==> src/rtl/sn74x161.sv <==
// sn74x161: parametrised synchronous up/down counter modelled on the
// 74x160/161/191 family. Asynchronous active-low clear, synchronous
// active-low parallel load, ENP/ENT count enables and a combinational
// ripple-carry/borrow output so instances cascade like the physical parts.
module sn74x161 #(
    parameter int              WIDTH   = 4,
    parameter longint unsigned MODULUS = 16
) (
    input  logic             CLK,
    input  logic             CLR_n,
    input  logic             LOAD_n,
    input  logic [WIDTH-1:0] D,
    input  logic             ENP,
    input  logic             ENT,
    input  logic             UP,
    output logic [WIDTH-1:0] Q,
    output logic             RCO
);

    // Modulus and terminal count carried in WIDTH+1 bits so that
    // MODULUS = 2^WIDTH is representable and the increment cannot overflow.
    localparam logic [WIDTH:0] LP_MOD = (WIDTH+1)'(MODULUS);
    localparam logic [WIDTH:0] LP_MAX = LP_MOD - (WIDTH+1)'(1);

    logic [WIDTH-1:0] r_q;
    logic [WIDTH-1:0] w_q_next;
    logic [WIDTH:0]   w_q_ext;
    logic [WIDTH:0]   w_d_ext;
    logic [WIDTH:0]   w_inc;
    logic [WIDTH-1:0] w_dec;
    logic             w_terminal;

    // Next-state selection: load beats count, count beats hold.
    always_comb begin
        w_q_next = r_q;
        w_q_ext  = {1'b0, r_q};
        w_d_ext  = {1'b0, D};
        w_inc    = w_q_ext + (WIDTH+1)'(1);
        w_dec    = r_q - WIDTH'(1);
        if (!LOAD_n) begin
            // Out-of-range load data is forced to zero.
            if (w_d_ext < LP_MOD) begin
                w_q_next = D;
            end else begin
                w_q_next = '0;
            end
        end else if (ENP && ENT) begin
            if (UP) begin
                if (w_inc >= LP_MOD) begin
                    w_q_next = '0;
                end else begin
                    w_q_next = w_inc[WIDTH-1:0];
                end
            end else begin
                if (r_q == '0) begin
                    w_q_next = LP_MAX[WIDTH-1:0];
                end else begin
                    w_q_next = w_dec;
                end
            end
        end else begin
            w_q_next = r_q;
        end
    end

    // Counter state: clear is asynchronous and overrides every edge while low.
    always_ff @(posedge CLK or negedge CLR_n) begin
        if (!CLR_n) begin
            r_q <= '0;
        end else begin
            r_q <= w_q_next;
        end
    end

    // Terminal detect and ripple carry/borrow, combinational from Q, UP and ENT.
    always_comb begin
        w_terminal = 1'b0;
        if (UP) begin
            w_terminal = ({1'b0, r_q} == LP_MAX);
        end else begin
            w_terminal = (r_q == '0);
        end
        RCO = ENT & w_terminal;
    end

    assign Q = r_q;

endmodule

==> config.mk <==
export PLATFORM = sky130hd
export DESIGN_NAME = sn74x161
export DESIGN_NICKNAME = d
export VERILOG_FILES = /design/src/rtl/sn74x161.sv
export SDC_FILE = /design/constraint.sdc
export NUM_CORES = 1
export LEC_CHECK = 0
export BUFFER_PORTS_ARGS = -buffer_cell sky130_fd_sc_hd__buf_2
export CAP_MARGIN = 5
export CORE_AREA = 8 8 45 47
export CTS_CLUSTER_SIZE = 40
export DETAILED_ROUTE_END_ITERATION = 10
export DIE_AREA = 0 0 53 55
export GPL_TIMING_DRIVEN = 0
export PLACE_DENSITY = 0.47
export SYNTH_ARGS = -nofsm -noshare
export SYNTH_HDL_FRONTEND = slang
export SYNTH_SLANG_ARGS = --single-unit
export TNS_END_PERCENT = 100
==> constraint.sdc <==
create_clock -name CLK -period 2.1 [get_ports CLK]
set_clock_uncertainty 0.15 [all_clocks]
set_input_delay 0.315 -clock CLK [delete_from_list [all_inputs] [get_ports CLK]]
set_output_delay 0.315 -clock CLK [all_outputs]
set_load 0.05 [all_outputs]
# After elaboration in Yosys (flattened, before gate mapping)
# Index checks and enable logic that the tools add are counted.
# totals
regBits,4
inputBits,10
output_inout_bits,5
wordCells,15
# op_classes
n_addsub,2
order_cmp,1
n_eq_ne,2
n_mux,6
bitwise_logic,1
reduce_logical,2
# ops
op,count
4-bit two-way mux,5
"4-bit by 1-bit adder with 5-bit output, second input constant",1
"5-bit >= comparator, second input constant",1
"4-bit == test, second input constant",1
4-bit logical NOT,1
"4-bit by 1-bit subtractor with 4-bit output, second input constant",1
"2-bit by 1-bit inequality test with 1-bit output, second input constant",1
1-bit bitwise AND,1
1-bit logical AND,1
1-bit two-way mux,1

# Depth between registers and ports, before layout
# depth
word_depth,6
mapped_depth,6
ltp_nobuf,6

# Least setup slack after synthesis
# OpenSTA, ideal clock, no wires.
# synth_path
kind,reg-to-output
start,reg r_q[1] (netlist: Q[1])
end,out RCO
t_arrival_ns,1.611
t_required_ns,1.635
setup_slack_ns,0.024
stages_incl_launch_ff,5
n_path_buf,0
path_cell_list,dfrtp_1 -> ha_1 -> nand2_1 -> o22ai_1 -> and2_1
# synth_between
elab_chain_len,3
word_cells_on_any_way,4
# synth_lines
element,line,rtl
"start, declared",25,logic [WIDTH-1:0] r_q;
"start signal, assigned",71,r_q <= w_q_next;
4-bit == test / 4-bit logical NOT (equally long branches),"79, 81",
1-bit two-way mux (*),78,if (UP) begin
1-bit bitwise AND (*),83,RCO = ENT & w_terminal;
"end, declared",17,output logic RCO
# Every way passes the cells marked *; elsewhere a longest branch is shown, timed or not.

# Worst setup path in the final report
# layout_path
start,reg r_q[0] (netlist: Q[0])
end,out RCO
# Same word-level chain as after synthesis.

==> results.cfg <==
[synthesis]
yosysSeqAreaShare = 0.301
synth-warning-count = 0
yosys_register_bits = 4
synthesis.area_per_instance_um2 = 8.32
netlist_area_um2 = 333
synth_cell_type_count = 23
postSynthNetCount = 52
netlist_instances = 40

[detailed_routing]
drt_iter0_markers = 1
num_vias = 355
drc = 0
drt_first_pass_iters = 2
routed_via_density = 4.86
post_drt_wl_per_cell_um = 12.6
ant_nets = 0
wirelength_um = 921

[power_and_ir_drop]
cellLeakagePower_nw = 0.217
max-vdd-ir-drop_v = 0.000390
p_per_area_mw_per_mm2 = 706

[worst_setup_path]
timing.critical_path.slowest_stage_cell = sky130_fd_sc_hd__dfrtp_2
worst-endpoint-arrival_ns = 1.52
critPathMaxStageDelay_ns = 0.44
crit_path_end_kind = primary output
endpoint_required_time_on_the_critical_path_ns = 1.63
peak_fanout_along_the_critical_path = 7
criticalPathCategory = flop to primary output
critical_path.startpoint_type = flop
cp_cell_sequence = inv_1, ha_2, nand2b_4, o22ai_1, and2_1, buf_4

[clocking]
cts_sinks = 4
clk_root_buffer_cell = sky130_fd_sc_hd__clkbuf_4
numCtsBuffers = 3
clock_insertion_delay_worst_skew_ns = 0.23
cts_tree = done
post_cts_setup_repair_buffer_count = 0
cts-htree-levels = 1
cts-root-to-sink-buffers = 2
path_clk_slew_ns = 0.04

[floorplanning]
placeableCoreArea_mm2 = 0.00138
start_util = 0.241
fp-row-count = 14
chipWidth_um = 53
num_io_pins = 15
floorplan.die_area_mm2 = 0.00292
dieHeight_um = 55

[place]
port_buffers = 13
dpl.hpwl_um = 714
preCtsSetupSlack_ns = 0.273
numPlacedInstances = 69
gpl.final_weighted_congestion = 0.642

[sta]
period_minus_slack_ns = 1.99
timing.final.crit_share = 0.945
fmax_ghz = 0.504
final_hold_viol_count = 0
totalNegativeSetupSlack_ns = 0
report.final.setup_viol = 0
maxSlewViolCount = 0
max_slew_margin = 0.827
timing.hold.ws_ns = 0.178
setup_slack_ns = 0.115
rsz_0062_raised_after_global_routing = no
max_slew.worst_pin.slew_ns = 0.260

[global_route]
grt-busiest-layer = met2
first_global_vias = 376
met3_usage = 0.0321
grt_start_max_net_pins = 10
grt.met2_usage = 0.105
grt_use_total = 0.0789
initial_antenna_violation_count = 0
gr-total-overflow = 0
grt_first_pass_wirelength_um = 1620
grtUsageMet1 = 0.0919

[flow_run]
cap_violations = 0

[layout]
final_net_count = 71
num-fill-cells = 158
most_frequent_standard_cell_in_the_layout_excluding_fill_and_tap_cells = sky130_fd_sc_hd__buf_2
fin_util = 0.330
diodes = 0
layout_common_cells = 12 x sky130_fd_sc_hd__buf_2, 6 x sky130_fd_sc_hd__a21oi_1, 5 x sky130_fd_sc_hd__nor2_1, 3 x sky130_fd_sc_hd__dfrtp_1, 3 x sky130_fd_sc_hd__clkbuf_4
post_route_cells_drive_above_1_share = 0.421
areaGrowthSynthToFinish_pct = 37.2
stdcell_count = 73
largest_register_ffs = 4

[hold_path]
worstHoldPathType = input pin to flop

[run_status]
outcome = complete, no violations
## stage by stage
stage          area, um^2  total power, W
2_1_floorplan         333        0.000189
4_1_cts               450        0.000327
6_report              457        0.000322
5_1_grt               457        0.000346
3_3_place_gp          418        0.000223
3_5_place_dp          418        0.000225
## Yosys cell counts
| library cell | count | area, um^2 |
|---|---|---|
| sky130_fd_sc_hd__a21oi_1 | 6 | 30.0 |
| sky130_fd_sc_hd__nor2_1 | 5 | 18.8 |
| sky130_fd_sc_hd__dfrtp_1 | 4 | 100 |
| sky130_fd_sc_hd__and3_1 | 2 | 12.5 |
| sky130_fd_sc_hd__ha_1 | 2 | 25.0 |
| sky130_fd_sc_hd__inv_1 | 2 | 7.51 |
| sky130_fd_sc_hd__nand2_1 | 2 | 7.51 |
| sky130_fd_sc_hd__xnor2_1 | 2 | 17.5 |
| sky130_fd_sc_hd__a21oi_2 | 1 | 8.76 |
| sky130_fd_sc_hd__a31oi_1 | 1 | 6.26 |
| sky130_fd_sc_hd__and2_1 | 1 | 6.26 |
| sky130_fd_sc_hd__clkbuf_2 | 1 | 5.00 |
| sky130_fd_sc_hd__nand2_4 | 1 | 11.3 |
| sky130_fd_sc_hd__nand2b_4 | 1 | 13.8 |
| sky130_fd_sc_hd__nand3b_1 | 1 | 7.51 |
| sky130_fd_sc_hd__nor3_1 | 1 | 5.00 |
| sky130_fd_sc_hd__o21ai_0 | 1 | 5.00 |
| sky130_fd_sc_hd__o21ai_1 | 1 | 5.00 |
| sky130_fd_sc_hd__o21ba_2 | 1 | 10.0 |
| sky130_fd_sc_hd__o221ai_1 | 1 | 8.76 |
| sky130_fd_sc_hd__o22ai_1 | 1 | 6.26 |
| sky130_fd_sc_hd__or2_2 | 1 | 6.26 |
| sky130_fd_sc_hd__xor2_1 | 1 | 8.76 |
## layout make-up
type / instances / area [um^2] / area share
multi-input combinational: 33 / 223 / 0.488
clock buffer: 3 / 22.5 / 0.0493
buffer: 1 / 5.00 / 0.0110
timing repair buffer: 14 / 77.6 / 0.170
tap: 16 / 20.0 / 0.0438
inverter: 2 / 7.51 / 0.0164
sequential: 4 / 101 / 0.222
## worst max-delay path, delay by kind of cell (launching register included)
family / cells / cell delay, ns
flops: 1 / 0.44
buf+inv: 2 / 0.31
fa+ha+maj: 1 / 0.22
simple gates: 2 / 0.20
compound gates: 1 / 0.12
## timing repair
action	in CTS	in global routing
hold buffers	1	0
hold endpoints to repair	4	0
setup endpoints to repair	0	1
gates resized for setup	0	4
## cell families (layout without fill, tap and decap cells)
family / count (synthesis) / in the layout / synth area share
buffers and inverters: 3 / 20 / 0.0376
and+or+nand+nor: 15 / 15 / 0.267
xor gates and xnor gates: 3 / 3 / 0.0790
AOI/OAI and AO/OA: 13 / 13 / 0.241
adders and majority gates: 2 / 2 / 0.0752
DFF: 4 / 4 / 0.301
## worst paths after layout
path / from / to / slack [ns] / cells past startpoint
max: Q[0] / RCO / 0.11 / 6
min: D[0] / Q[0] / 0.18 / 3
max reg2reg: Q[1] / Q[1] / 0.54 / 6
min reg2reg: Q[2] / Q[2] / 0.55 / 2
max in group asynchronous: CLR_n / Q[0] / 1.41 / 2
min in group asynchronous: CLR_n / Q[0] / 0.26 / 2
## layer usage
layer  part of all wire  up-vias
li1                   -      173
met1               0.43      168
met2               0.47       12
met3              0.089        2
met4              0.011        0
met5                  0        -
## where the power goes
group | leakage, nW | total [W] | switching (W) | internal (W)
Combinational | 0.159 | 0.000121 | 0.0000750 | 0.0000464
Clock | 0.0138 | 0.0000961 | 0.0000322 | 0.0000640
Sequential | 0.0440 | 0.000105 | 0.0000177 | 0.0000869
Power figures use the tool's default switching activity.
